### src/rtl/alu_pkg.sv
// -----------------------------------------------------------------------------
// alu_pkg
// Shared definitions for the registered ALU pipeline stage:
//   - operation codes (OP_ADD .. OP_MUL) and the illegal op-code range
//   - control FSM state encoding (IDLE / BUSY / HOLD)
//   - small decode helper used by the top level
// -----------------------------------------------------------------------------
package alu_pkg;

    localparam logic [3:0] OP_ADD    = 4'd0;
    localparam logic [3:0] OP_SUB    = 4'd1;
    localparam logic [3:0] OP_NOT    = 4'd2;
    localparam logic [3:0] OP_AND    = 4'd3;
    localparam logic [3:0] OP_OR     = 4'd4;
    localparam logic [3:0] OP_XOR    = 4'd5;
    localparam logic [3:0] OP_SLT    = 4'd6;
    localparam logic [3:0] OP_SEQ    = 4'd7;
    localparam logic [3:0] OP_SLL    = 4'd8;
    localparam logic [3:0] OP_SRL    = 4'd9;
    localparam logic [3:0] OP_SRA    = 4'd10;
    localparam logic [3:0] OP_MUL    = 4'd11;
    localparam logic [3:0] OP_ILL_LO = 4'd12;
    localparam logic [3:0] OP_ILL_HI = 4'd15;

    typedef enum logic [1:0] {
        ST_IDLE = 2'd0,
        ST_BUSY = 2'd1,
        ST_HOLD = 2'd2
    } state_t;

    // MUL only counts as a multi-cycle op when the multiplier is built in.
    function automatic logic op_is_mul(input logic [3:0] op_code, input logic mul_en);
        return (op_code == OP_MUL) && mul_en;
    endfunction

endpackage

### src/rtl/alu_mul_iter.sv
// -----------------------------------------------------------------------------
// alu_mul_iter
// Unsigned iterative shift-add multiplier, one multiplier bit per clock.
// A start pulse captures the operands; WIDTH clocks later done is high and
// product holds the full 2*WIDTH-bit result. done stays high until the next
// start.
// Ports:
//   clk, rst_n   clock, asynchronous active-low reset
//   start        load operands and begin iterating
//   a, b         WIDTH-bit unsigned operands (sampled on start)
//   done         product valid
//   product      2*WIDTH-bit unsigned product
// -----------------------------------------------------------------------------
module alu_mul_iter #(
    parameter int WIDTH = 8
) (
    input  logic                 clk,
    input  logic                 rst_n,
    input  logic                 start,
    input  logic [WIDTH-1:0]     a,
    input  logic [WIDTH-1:0]     b,
    output logic                 done,
    output logic [2*WIDTH-1:0]   product
);

    localparam int CNT_W = $clog2(WIDTH + 1);

    logic [2*WIDTH-1:0] acc_r;
    logic [2*WIDTH-1:0] mcand_r;
    logic [WIDTH-1:0]   mplier_r;
    logic [CNT_W-1:0]   cnt_r;
    logic               busy_r;
    logic               done_s;

    assign done_s  = busy_r && (cnt_r == CNT_W'(WIDTH));
    assign done    = done_s;
    assign product = acc_r;

    // Operand capture on start, then one conditional add and shift per clock.
    always_ff @(posedge clk or negedge rst_n) begin
        if (!rst_n) begin
            acc_r    <= '0;
            mcand_r  <= '0;
            mplier_r <= '0;
            cnt_r    <= '0;
            busy_r   <= 1'b0;
        end else if (start) begin
            acc_r    <= '0;
            mcand_r  <= {{WIDTH{1'b0}}, a};
            mplier_r <= b;
            cnt_r    <= '0;
            busy_r   <= 1'b1;
        end else if (busy_r && !done_s) begin
            if (mplier_r[0]) begin
                acc_r <= acc_r + mcand_r;
            end
            mcand_r  <= mcand_r << 1;
            mplier_r <= mplier_r >> 1;
            cnt_r    <= cnt_r + CNT_W'(1);
        end
    end

endmodule

### src/rtl/alu_pipe.sv
// -----------------------------------------------------------------------------
// alu_pipe
// Registered ALU stage between operand/decode and writeback, with valid/ready
// handshakes on both sides. Single-cycle ops land in the output register on
// the accept edge; MUL runs on alu_mul_iter and lands WIDTH+1 edges later.
// Ports:
//   clk, rst_n            clock, asynchronous active-low reset
//   in_valid / in_ready   input handshake (transfer on in_valid && in_ready)
//   op, a, b              op code and WIDTH-bit operands
//   out_valid / out_ready output handshake (transfer on out_valid && out_ready)
//   result                registered WIDTH-bit result
//   overflow, carry, zero, negative, err   registered flags
// -----------------------------------------------------------------------------
module alu_pipe
    import alu_pkg::*;
#(
    parameter int WIDTH  = 8,
    parameter bit MUL_EN = 1'b1
) (
    input  logic             clk,
    input  logic             rst_n,
    input  logic             in_valid,
    output logic             in_ready,
    input  logic [3:0]       op,
    input  logic [WIDTH-1:0] a,
    input  logic [WIDTH-1:0] b,
    output logic             out_valid,
    input  logic             out_ready,
    output logic [WIDTH-1:0] result,
    output logic             overflow,
    output logic             carry,
    output logic             zero,
    output logic             negative,
    output logic             err
);

    localparam int SH_W = $clog2(WIDTH);

    state_t               state_r;
    state_t               state_s;
    logic                 accept_s;
    logic                 is_mul_s;
    logic                 mul_start_s;
    logic                 mul_done_s;
    logic [2*WIDTH-1:0]   product_s;

    logic [SH_W-1:0]      amt_s;
    logic [WIDTH:0]       sum_s;
    logic [WIDTH:0]       diff_s;
    logic [WIDTH:0]       sll_s;
    logic [WIDTH:0]       srl_s;
    logic [WIDTH:0]       sra_s;

    logic [WIDTH-1:0]     res_s;
    logic                 ovf_s;
    logic                 cry_s;
    logic                 err_s;

    logic [WIDTH-1:0]     result_r;
    logic                 overflow_r;
    logic                 carry_r;
    logic                 zero_r;
    logic                 negative_r;
    logic                 err_r;
    logic                 out_valid_r;

    // In HOLD a new op may be taken on the same edge the consumer drains the result.
    assign in_ready    = (state_r == ST_IDLE) || ((state_r == ST_HOLD) && out_ready);
    assign accept_s    = in_valid && in_ready;
    assign is_mul_s    = op_is_mul(op, MUL_EN);
    assign mul_start_s = accept_s && is_mul_s;

    assign amt_s  = b[SH_W-1:0];
    assign sum_s  = {1'b0, a} + {1'b0, b};
    assign diff_s = {1'b0, a} - {1'b0, b};
    // One guard bit beside the operand catches the last bit shifted out;
    // a zero shift leaves the guard bit at 0, so carry is 0 as well.
    assign sll_s  = {1'b0, a} << amt_s;
    assign srl_s  = {a, 1'b0} >> amt_s;
    assign sra_s  = $signed({a, 1'b0}) >>> amt_s;

    alu_mul_iter #(
        .WIDTH (WIDTH)
    ) u_mul (
        .clk     (clk),
        .rst_n   (rst_n),
        .start   (mul_start_s),
        .a       (a),
        .b       (b),
        .done    (mul_done_s),
        .product (product_s)
    );

    // Single-cycle datapath: result and overflow/carry/err for the presented op.
    always_comb begin
        res_s = '0;
        ovf_s = 1'b0;
        cry_s = 1'b0;
        err_s = 1'b0;
        case (op)
            OP_ADD: begin
                res_s = sum_s[WIDTH-1:0];
                cry_s = sum_s[WIDTH];
                ovf_s = (a[WIDTH-1] == b[WIDTH-1]) && (sum_s[WIDTH-1] != a[WIDTH-1]);
            end
            OP_SUB: begin
                res_s = diff_s[WIDTH-1:0];
                cry_s = diff_s[WIDTH];
                ovf_s = (a[WIDTH-1] != b[WIDTH-1]) && (diff_s[WIDTH-1] != a[WIDTH-1]);
            end
            OP_NOT: res_s = ~a;
            OP_AND: res_s = a & b;
            OP_OR:  res_s = a | b;
            OP_XOR: res_s = a ^ b;
            OP_SLT: res_s = {{(WIDTH-1){1'b0}}, ($signed(a) < $signed(b))};
            OP_SEQ: res_s = {{(WIDTH-1){1'b0}}, (a == b)};
            OP_SLL: begin
                res_s = sll_s[WIDTH-1:0];
                cry_s = sll_s[WIDTH];
            end
            OP_SRL: begin
                res_s = srl_s[WIDTH:1];
                cry_s = srl_s[0];
            end
            OP_SRA: begin
                res_s = sra_s[WIDTH:1];
                cry_s = sra_s[0];
            end
            // With the multiplier present the result comes from u_mul instead.
            OP_MUL: err_s = !MUL_EN;
            default: err_s = 1'b1;
        endcase
    end

    // Next-state logic for the IDLE/BUSY/HOLD control FSM.
    always_comb begin
        state_s = state_r;
        case (state_r)
            ST_IDLE: begin
                if (accept_s) begin
                    state_s = is_mul_s ? ST_BUSY : ST_HOLD;
                end else begin
                    state_s = ST_IDLE;
                end
            end
            ST_BUSY: begin
                if (mul_done_s) begin
                    state_s = ST_HOLD;
                end else begin
                    state_s = ST_BUSY;
                end
            end
            ST_HOLD: begin
                if (accept_s) begin
                    state_s = is_mul_s ? ST_BUSY : ST_HOLD;
                end else if (out_ready) begin
                    state_s = ST_IDLE;
                end else begin
                    state_s = ST_HOLD;
                end
            end
            default: state_s = ST_IDLE;
        endcase
    end

    // FSM state register and registered out_valid.
    always_ff @(posedge clk or negedge rst_n) begin
        if (!rst_n) begin
            state_r     <= ST_IDLE;
            out_valid_r <= 1'b0;
        end else begin
            state_r     <= state_s;
            out_valid_r <= (state_s == ST_HOLD);
        end
    end

    // Output register: loads on a single-cycle accept or on multiplier completion,
    // otherwise holds so the result stays stable under back-pressure.
    always_ff @(posedge clk or negedge rst_n) begin
        if (!rst_n) begin
            result_r   <= '0;
            overflow_r <= 1'b0;
            carry_r    <= 1'b0;
            zero_r     <= 1'b0;
            negative_r <= 1'b0;
            err_r      <= 1'b0;
        end else if (state_r == ST_BUSY) begin
            if (mul_done_s) begin
                result_r   <= product_s[WIDTH-1:0];
                overflow_r <= |product_s[2*WIDTH-1:WIDTH];
                carry_r    <= 1'b0;
                zero_r     <= (product_s[WIDTH-1:0] == '0);
                negative_r <= product_s[WIDTH-1];
                err_r      <= 1'b0;
            end
        end else if (accept_s && !is_mul_s) begin
            result_r   <= res_s;
            overflow_r <= ovf_s;
            carry_r    <= cry_s;
            // An illegal op reports only err; zero stays clear despite result 0.
            zero_r     <= (res_s == '0) && !err_s;
            negative_r <= res_s[WIDTH-1];
            err_r      <= err_s;
        end
    end

    assign out_valid = out_valid_r;
    assign result    = result_r;
    assign overflow  = overflow_r;
    assign carry     = carry_r;
    assign zero      = zero_r;
    assign negative  = negative_r;
    assign err       = err_r;

endmodule

### config.mk
export PLATFORM = sky130hd
export DESIGN_NAME = alu_pipe
export DESIGN_NICKNAME = d
export VERILOG_FILES = /design/src/rtl/alu_pkg.sv /design/src/rtl/alu_mul_iter.sv /design/src/rtl/alu_pipe.sv
export SDC_FILE = /design/constraint.sdc
export NUM_CORES = 1
export LEC_CHECK = 0
export ABC_AREA = 1
export CAP_MARGIN = 20
export CORE_ASPECT_RATIO = 0.7
export CORE_MARGIN = 3
export CORE_UTILIZATION = 40
export CTS_BUF_LIST = sky130_fd_sc_hd__clkbuf_4
export CTS_CLUSTER_DIAMETER = 50
export DETAILED_ROUTE_END_ITERATION = 10
export PLACE_DENSITY = 0.56
export SLEW_MARGIN = 10
export SYNTH_ARGS = -nofsm -noshare
export SYNTH_HDL_FRONTEND = slang
export SYNTH_SLANG_ARGS = --single-unit
export TNS_END_PERCENT = 30
### constraint.sdc
create_clock -name clk -period 2.8 [get_ports clk]
set_input_delay 0.56 -clock clk [delete_from_list [all_inputs] [get_ports clk]]
set_output_delay 0.56 -clock clk [all_outputs]
set_load 0.005 [all_outputs]
# Word level (Yosys, flattened, before mapping)
# Index checks and enable logic that the tools add are counted.
# Widths: inputs -> output; s select.
# classes
add_sub_neg	4
n_lt_le_gt_ge	1
n_eq_ne	21
n_shift	3
n_mux	36
bitwise_logic	4
reduce_logical	23
# ops
operator	count
$pmux 8 s11	1
$mux 16	5
$mux 8	5
$eq 4x4->1 const B	5
$add 16x16->16	1
$eq 4x3->1 const B	4
$logic_not 8->1	2
$mux 1	15
$reduce_or 12->1	1
$mux 2	5
$add 8x8->9	1
$logic_and 1x1->1	9
$shl 8x3->9	1
$shr 9x3->9	1
$sshr 9x3->9	1
$sub 8x8->9	1
$and 8x8->8	1
$eq 4x2->1 const B	2
$eq 8x8->1	1
$lt 8x8->1	1
$mux 4	2
$not 8->8	1
$or 8x8->8	1
$reduce_or 8->1	1
other kinds (17)	24
# totals
reg_bits	61

# Logic depth before layout (Yosys ltp)
# Gate-level depths: netlist of run 1.
# depth
word_depth	7
ltp_mapped	18
ltp_nobuf	16

# By module
# A second synthesis of run 1 with hierarchy kept.
# unflattened
cells_unflattened	874
hier_area_um2	5552.8
# modules_own_cells
module	instances	cells_per_inst	area_per_inst_um2	seq_area_each_um2
alu_pipe	1	511	2787.7	375.4
alu_mul_iter	1	363	2765.2	1126.1

# Worst setup path before layout of run 1
# OpenSTA, ideal clock, no wires.
# synth_path
path_type	input to register
startpoint	input port b[2]
endpoint	register result_r[5], in the netlist result[5]
setup_time_ns	0.136
arrival_ns	2.182
required_ns	2.664
slack_ns	0.482
cell_stages	14
n_path_buf	2
path_cell_list	inv_1 > buf_4 > ha_1 > buf_2 > a21oi_1 > or2_2 > nand3_1 > nand2_1 > nand3_1 > nand3_1 > nor2_1 > nor2_1 > a21oi_1 > o21ai_0
# synth_between
elab_chain_len	4
# synth_lines
element	line_no	source
start: declaration	alu_pipe.sv:26	input logic [WIDTH-1:0] b,
$sub 8x8->9 (tied with other cells)	alu_pipe.sv:75	assign diff_s = {1'b0, a} - {1'b0, b};
$pmux 8 s11 *	alu_pipe.sv:100	case (op)
$mux 8 *	alu_pipe.sv:196	end else if (accept_s && !is_mul_s) begin
$mux 8 *	alu_pipe.sv:187	end else if (state_r == ST_BUSY) begin
end signal: assignment	alu_pipe.sv:189	result_r <= product_s[WIDTH-1:0];
end signal: assignment	alu_pipe.sv:197	result_r <= res_s;
end: declaration	alu_pipe.sv:59	logic [WIDTH-1:0] result_r;
# Every way passes the cells marked *; elsewhere a longest branch is shown, timed or not. The select of a mux whose other input is x is not followed.
# A chain may end at the register's enable or synchronous reset.

# Final worst setup path of run 1
# layout_path
startpoint	input port a[0]
endpoint	register carry_r, in the netlist carry
# layout_between
elab_chain_len	4
# layout_lines
element	line_no	source
start: declaration	alu_pipe.sv:25	input logic [WIDTH-1:0] a,
$sub 8x8->9 (tied with other cells)	alu_pipe.sv:75	
$pmux 1 s5 *	alu_pipe.sv:100	
$mux 1 *	alu_pipe.sv:196	
$mux 1 *	alu_pipe.sv:187	
end signal: assignment	alu_pipe.sv:199	carry_r <= cry_s;
end: declaration	alu_pipe.sv:61	logic carry_r;
# Marked as above.

==> flow_metrics.env, run 1 <==
export IMPL_wl_per_cell_um=18.0
export IMPL_final_setup_viol_count=0
export IMPL_crit_buf_inv=2
export IMPL_min_period_ps=2660
export IMPL_cp_max_fo=4
export IMPL_numCtsBuffers=9
export IMPL_synth_edf_count=0
export IMPL_async_flop_share_pct=100
export IMPL_drt_pre_antenna_iters=6
export IMPL_fp_row_count=34
export IMPL_fp_dieH_um=102
export IMPL_cts_root_buf="clkbuf_4"
export IMPL_max_stage_delay_ps=500
export IMPL_crit_chain="clkdlybuf4s50_1, ha_1, fa_1, nand2_1, nand3_1, nand2_1, a21oi_1, o21ai_0, o2111ai_1, buf_4, nand2_1, nand2_1"
export IMPL_cts_tree="done"
export IMPL_final_antenna_net_count=0
export IMPL_post_synth_top_count_cell="nand2_1"
export IMPL_critPathKind="in2reg"
export IMPL_cts_resized=0
export IMPL_ys_seq_area_share_pct=28.5
export IMPL_rrSetupSlack_ps=370
export IMPL_avgSynthCellArea_um2=6.52
export IMPL_grtUsageTotal_pct=27.3
export IMPL_grt_pass1_wl_mm=30.1
export IMPL_critPathLaunchType="primary input"
export IMPL_p_leak_nw=3.41
export IMPL_synthTopCellsByCount="nand2_1, inv_1, nor2_1, nand3_1, o21ai_0"
export IMPL_cp_slowest_cell="clkdlybuf4s50_1"
export IMPL_yosysWarnings=0
export IMPL_cp_top_family="adder cells"
export IMPL_clkSlewWorstSetupHoldPaths_ps=120
export IMPL_synthCells=808
export IMPL_n_antenna_cell=0
export IMPL_nFillCells=1301
export IMPL_syn_nets=878
export IMPL_synth_cell_types=40
export IMPL_fmax_mhz=376
export IMPL_grt_max_degree=61
export IMPL_synth_area_top_cells="dfrtp_1, nand2_1, ha_1"
export IMPL_hold_viol=0
export IMPL_die_area_um2=14600
export IMPL_fin_util_pct=51.4
export IMPL_hold_path_class="in2async"
export IMPL_synth_ff_type="dfrtp_1"
export IMPL_fin_nets=986
export IMPL_cts_buffer_depth=2
export IMPL_finClkSkew_ps=18.0
export IMPL_num_vias=5842
export IMPL_whs_ps=258
export IMPL_synth_top_area_share_pct=28.5
export IMPL_layout_drive_gt1_share_pct=12.3
export IMPL_antenna_found_initial=0
export IMPL_synthToLayoutAreaGrowth_pct=23.4
export IMPL_worstReg2RegEnd="u_mul.product[10]$_DFFE_PN0P_"
export IMPL_post_dp_hpwl_mm=16.0
export IMPL_grt_pass1_vias=5246
export IMPL_portBuffers=38
export IMPL_cpMostUsedCell="nand2_1"
export IMPL_reg2reg_from="u_mul.product[0]$_DFFE_PN0P_"
export IMPL_rsz0062_at_grt="false"
export IMPL_outcome="completed"
export IMPL_cts_hold_fix_buffers=0
export IMPL_drc=0
export IMPL_routed_wl_mm=19.5
export IMPL_cts_setup_buffers=0
export IMPL_io_pins=39
export IMPL_clock_latency_ps=430
export IMPL_die_w_um=143
export IMPL_htreeDepth=3
export IMPL_crit_required_ps=3130
export IMPL_core_um2=12600
export IMPL_relSlewSlack_pct=48.2
export IMPL_drtIter0Drc=636
export IMPL_worstRegToRegCells=13
export IMPL_clock_sinks=60
export IMPL_max_vdd_ir_drop_mv=0.353
export IMPL_place_congestion=0.959
export IMPL_arrival_ps=2990
export IMPL_tightest_slew_ps=776
export IMPL_grt_overflow_total=0
export IMPL_power_per_cell_area_nw_per_um2=575
export IMPL_vias_per_cell=5.39
export IMPL_ys_seq_elements=60
export IMPL_cp_end_kind="register"
export IMPL_maxCapViolCount=0
export IMPL_fin_crit_sh_pct=95.0
export IMPL_drv_slew=0
export IMPL_syn_area_um2=5270
export IMPL_synth_area_leader_cell="dfrtp_1"
export IMPL_initial_utilization_pct=41.7
through the flow:
| step | std cells | area, um2 | TNS (ps) | worst slack [ps] | total power (W) |
|---|---|---|---|---|---|
| floorplan | 808 | 5270 | 0 | 482 | 0.00238 |
| global placement | 1067 | 6360 | -1060 | -293 | 0.00304 |
| detailed placement | 1067 | 6360 | -1150 | -271 | 0.00308 |
| CTS | 1083 | 6500 | 0 | 200 | 0.00371 |
| global route | 1083 | 6500 | 0 | 2.68 | 0.00403 |
| finish | 1083 | 6500 | 0 | 141 | 0.00374 |
logic make-up after synthesis:
| family | Yosys count | synth area share (%) |
|---|---|---|
| AO/OA/AOI/OAI | 146 | 15.4 |
| XOR/XNOR | 10 | 1.66 |
| adder cells (fa/ha/maj) | 46 | 11.4 |
| AND/OR/NAND/NOR | 431 | 34.3 |
| buffers and inverters | 115 | 8.79 |
| flip-flops | 60 | 28.5 |
cell usage in the layout (no fill, tap or decap), types with 3 or more instances in the layout:
master | netlist | final
nand3b_1 | 3 | 3
fa_1 | 3 | 3
a21oi_1 | 49 | 49
xnor2_1 | 3 | 3
dfrtp_1 | 60 | 60
clkinv_2 | 0 | 3
ha_1 | 43 | 43
nor2_1 | 83 | 83
xor2_1 | 7 | 7
o21ai_0 | 64 | 64
clkdlybuf4s50_1 | 0 | 37
nand4_1 | 15 | 15
o22ai_1 | 6 | 6
o211ai_1 | 10 | 10
nand2_1 | 233 | 233
nor4_1 | 4 | 4
nand3_1 | 81 | 81
nor3_1 | 5 | 5
inv_1 | 83 | 83
clkbuf_4 | 0 | 11
or2_2 | 3 | 3
buf_4 | 4 | 88
state kept, by name (all words and copies together), names as in the netlist, 2 cells and up:
register,cells
u_mul.product,16
result,8
u_mul.cnt_r,4
u_mul.mcand_r,16
u_mul.mplier_r,8
state_r,2
final cells by class:
| type | instances | area (um2) | share of cell area (%) |
|---|---|---|---|
| multi-input combinational | 633 | 3300 | 50.8 |
| clock buffer | 11 | 82.6 | 1.27 |
| inverter | 86 | 323 | 4.97 |
| clock inverter | 5 | 52.6 | 0.809 |
| timing repair buffer | 126 | 1040 | 15.9 |
| sequential | 60 | 1500 | 23.1 |
| tap | 162 | 203 | 3.12 |
routing by layer:
layer / vias up / GRT usage, % / wire length, um
li1: 2878 / - / -
met1: 2735 / 45.9 / 10400
met4: 0 / 3.36 / 44
met3: 6 / 6.92 / 1810
met5: - / 0 / 0
met2: 223 / 34.4 / 7180
worst register-to-register path: stages, from the launching register on:
cell	delay [ps]
dfrtp_1	410
ha_1	190
inv_1	50
fa_1	410
o21ai_0	290
a21oi_1	180
o21ai_0	300
nand2_1	120
nand2_1	70
nand2_1	40
nand2_1	80
a21oi_1	60
o21ai_0	90
nand2_1	60
where the power goes:
group,internal (W),switching [W],leakage (nW)
clock network,0.000288,0.000347,0.0766
registers,0.00111,0.000223,0.785
logic,0.000698,0.00107,2.55
total,0.00210,0.00164,3.41
worst max-delay path by stage:
stage                     start                    end  cells after the start
after floorplan            b[2]  result[5]$_DFFE_PN0P_                     14
after global placement     a[0]      carry$_DFFE_PN0P_                     12
after detailed placement   a[0]      carry$_DFFE_PN0P_                     12
after CTS                  a[0]      carry$_DFFE_PN0P_                     12
after global routing       a[0]      carry$_DFFE_PN0P_                     12
final                      a[0]      carry$_DFFE_PN0P_                     12
Power figures use the tool's default switching activity.
==> inputs of run 2 (changes only) <==
- PLACE_DENSITY: 0.56 -> 0.69
==> run 2 against run 1 <==
  * First-iteration DRC count decreased by 2.4%
  * Count of clock-buffer cells in the layout stayed put
  * Global-route usage down 2.9 points
  * Hold slack lost 100 ps
  * Core utilization unchanged
  * Total power grew 3.0%
  * Register-to-register slack is essentially flat
  * Sequential power about the same
==> flow_metrics.env, run 2 (synthesis gave the netlist of run 1 again) <==
export IMPL_cts_root_buf="clkbuf_4"
export IMPL_tightest_slew_ps=650
export IMPL_htreeDepth=3
export IMPL_fmax_mhz=389
export IMPL_setup_tns_ps=0
export IMPL_io_pins=39
export IMPL_drtIter0Drc=621
export IMPL_cp_end_kind="register"
export IMPL_drt_pre_antenna_iters=5
export IMPL_wl_per_cell_um=16.2
export IMPL_finClkSkew_ps=13.0
export IMPL_synthToLayoutAreaGrowth_pct=23.4
export IMPL_critPathLaunchType="primary input"
export IMPL_core_um2=12600
export IMPL_numCtsBuffers=9
export IMPL_fp_row_count=34
export IMPL_worstReg2RegEnd="u_mul.product[10]$_DFFE_PN0P_"
export IMPL_vias_per_cell=5.44
export IMPL_rrSetupSlack_ps=360
export IMPL_cts_tree="done"
export IMPL_post_dp_hpwl_mm=14.1
export IMPL_hold_path_class="in2async"
export IMPL_hold_viol=0
export IMPL_grtUsageTotal_pct=24.4
export IMPL_final_antenna_net_count=0
export IMPL_reg2reg_from="u_mul.product[0]$_DFFE_PN0P_"
export IMPL_clock_latency_ps=420
export IMPL_place_congestion=1.01
export IMPL_maxCapViolCount=0
export IMPL_cts_hold_fix_buffers=0
export IMPL_cts_resized=0
export IMPL_fin_crit_sh_pct=91.7
export IMPL_final_common_cell="nand2_1"
export IMPL_die_w_um=143
export IMPL_n_antenna_cell=0
export IMPL_initial_utilization_pct=41.7
export IMPL_cts_setup_buffers=0
export IMPL_grt_pass1_vias=5131
export IMPL_clkSlewWorstSetupHoldPaths_ps=100
export IMPL_min_period_ps=2570
export IMPL_die_area_um2=14600
export IMPL_power_per_cell_area_nw_per_um2=592
export IMPL_grt_max_degree=35
export IMPL_p_leak_nw=3.39
export IMPL_final_setup_viol_count=0
export IMPL_max_vdd_ir_drop_mv=0.271
export IMPL_layout_drive_gt1_share_pct=11.5
export IMPL_cp_max_fo=7
export IMPL_relSlewSlack_pct=56.7
export IMPL_nFillCells=1270
export IMPL_critPathKind="in2reg"
export IMPL_drv_slew=0
export IMPL_fin_nets=978
export IMPL_grt_overflow_total=0
export IMPL_drc=0
export IMPL_cts_buffer_depth=2
export IMPL_portBuffers=38
export IMPL_rsz0062_at_grt="false"
export IMPL_grt_pass1_wl_mm=27.6
export IMPL_fin_util_pct=51.4
export IMPL_arrival_ps=2920
export IMPL_outcome="completed"
export IMPL_worstRegToRegCells=13
export IMPL_crit_required_ps=3150
export IMPL_final_cell_mix="nand2_1, inv_1, nor2_1, nand3_1, buf_4"
export IMPL_fp_dieH_um=102
export IMPL_clock_sinks=60
export IMPL_routed_wl_mm=17.4
export IMPL_antenna_found_initial=0
export IMPL_num_vias=5846
==> run 2: through the flow <==
step                      cells  instance area, um2  setup WS, ps  hold slack (ps)  total power [W]
after global routing       1075                6500          40.8              181          0.00416
after floorplan             808                5270           482              264          0.00238
after CTS                  1075                6500           270              162          0.00383
after detailed placement   1059                6320          -170              473          0.00303
final                      1075                6500           232              156          0.00385
after global placement     1059                6320         -92.7              469          0.00300
==> run 2: per-layer routing <==
metal | global-route usage [%] | routed length (um)
met3 | 8.79 | 2140
met4 | 2.63 | 60
met2 | 30.8 | 6390
met5 | 0 | 0
met1 | 39.6 | 8790
==> run 2: final cells by class <==
type / count / area [um2] / share of cell area (%)
inverter: 86 / 323 / 4.97
tap: 162 / 203 / 3.12
timing repair buffer: 118 / 988 / 15.2
sequential: 60 / 1500 / 23.1
clock inverter: 5 / 100 / 1.54
multi-input combinational: 633 / 3300 / 50.8
clock buffer: 11 / 82.6 / 1.27
==> run 2: how the worst max path moves through the flow <==
| stage | from | to | cells after the start |
|---|---|---|---|
| 2_1_floorplan | b[2] | result[5]$_DFFE_PN0P_ | 14 |
| 3_3_place_gp | b[0] | zero$_DFFE_PN0P_ | 14 |
| 3_5_place_dp | a[0] | zero$_DFFE_PN0P_ | 14 |
| 4_1_cts | out_ready | in_ready | 6 |
| 5_1_grt | a[0] | zero$_DFFE_PN0P_ | 14 |
| 6_report | a[4] | zero$_DFFE_PN0P_ | 14 |
==> run 2: critical path: stages <==
cell and delay, ps:
clkdlybuf4s50_1 480, inv_1 70, ha_1 390, inv_1 150, buf_4 140, buf_4 110
o21ai_0 80, nor2_1 250, nand2_1 110, nor2_1 100, nand4_1 110, nor2_1 120
nand4_1 110, a21oi_1 150
==> run 2: where the power goes <==
| part | total, W | switching (W) | internal [W] | leakage [nW] |
|---|---|---|---|---|
| registers | 0.00132 | 0.000214 | 0.00111 | 0.785 |
| clock network | 0.000793 | 0.000323 | 0.000470 | 0.101 |
| logic | 0.00173 | 0.00104 | 0.000686 | 2.51 |
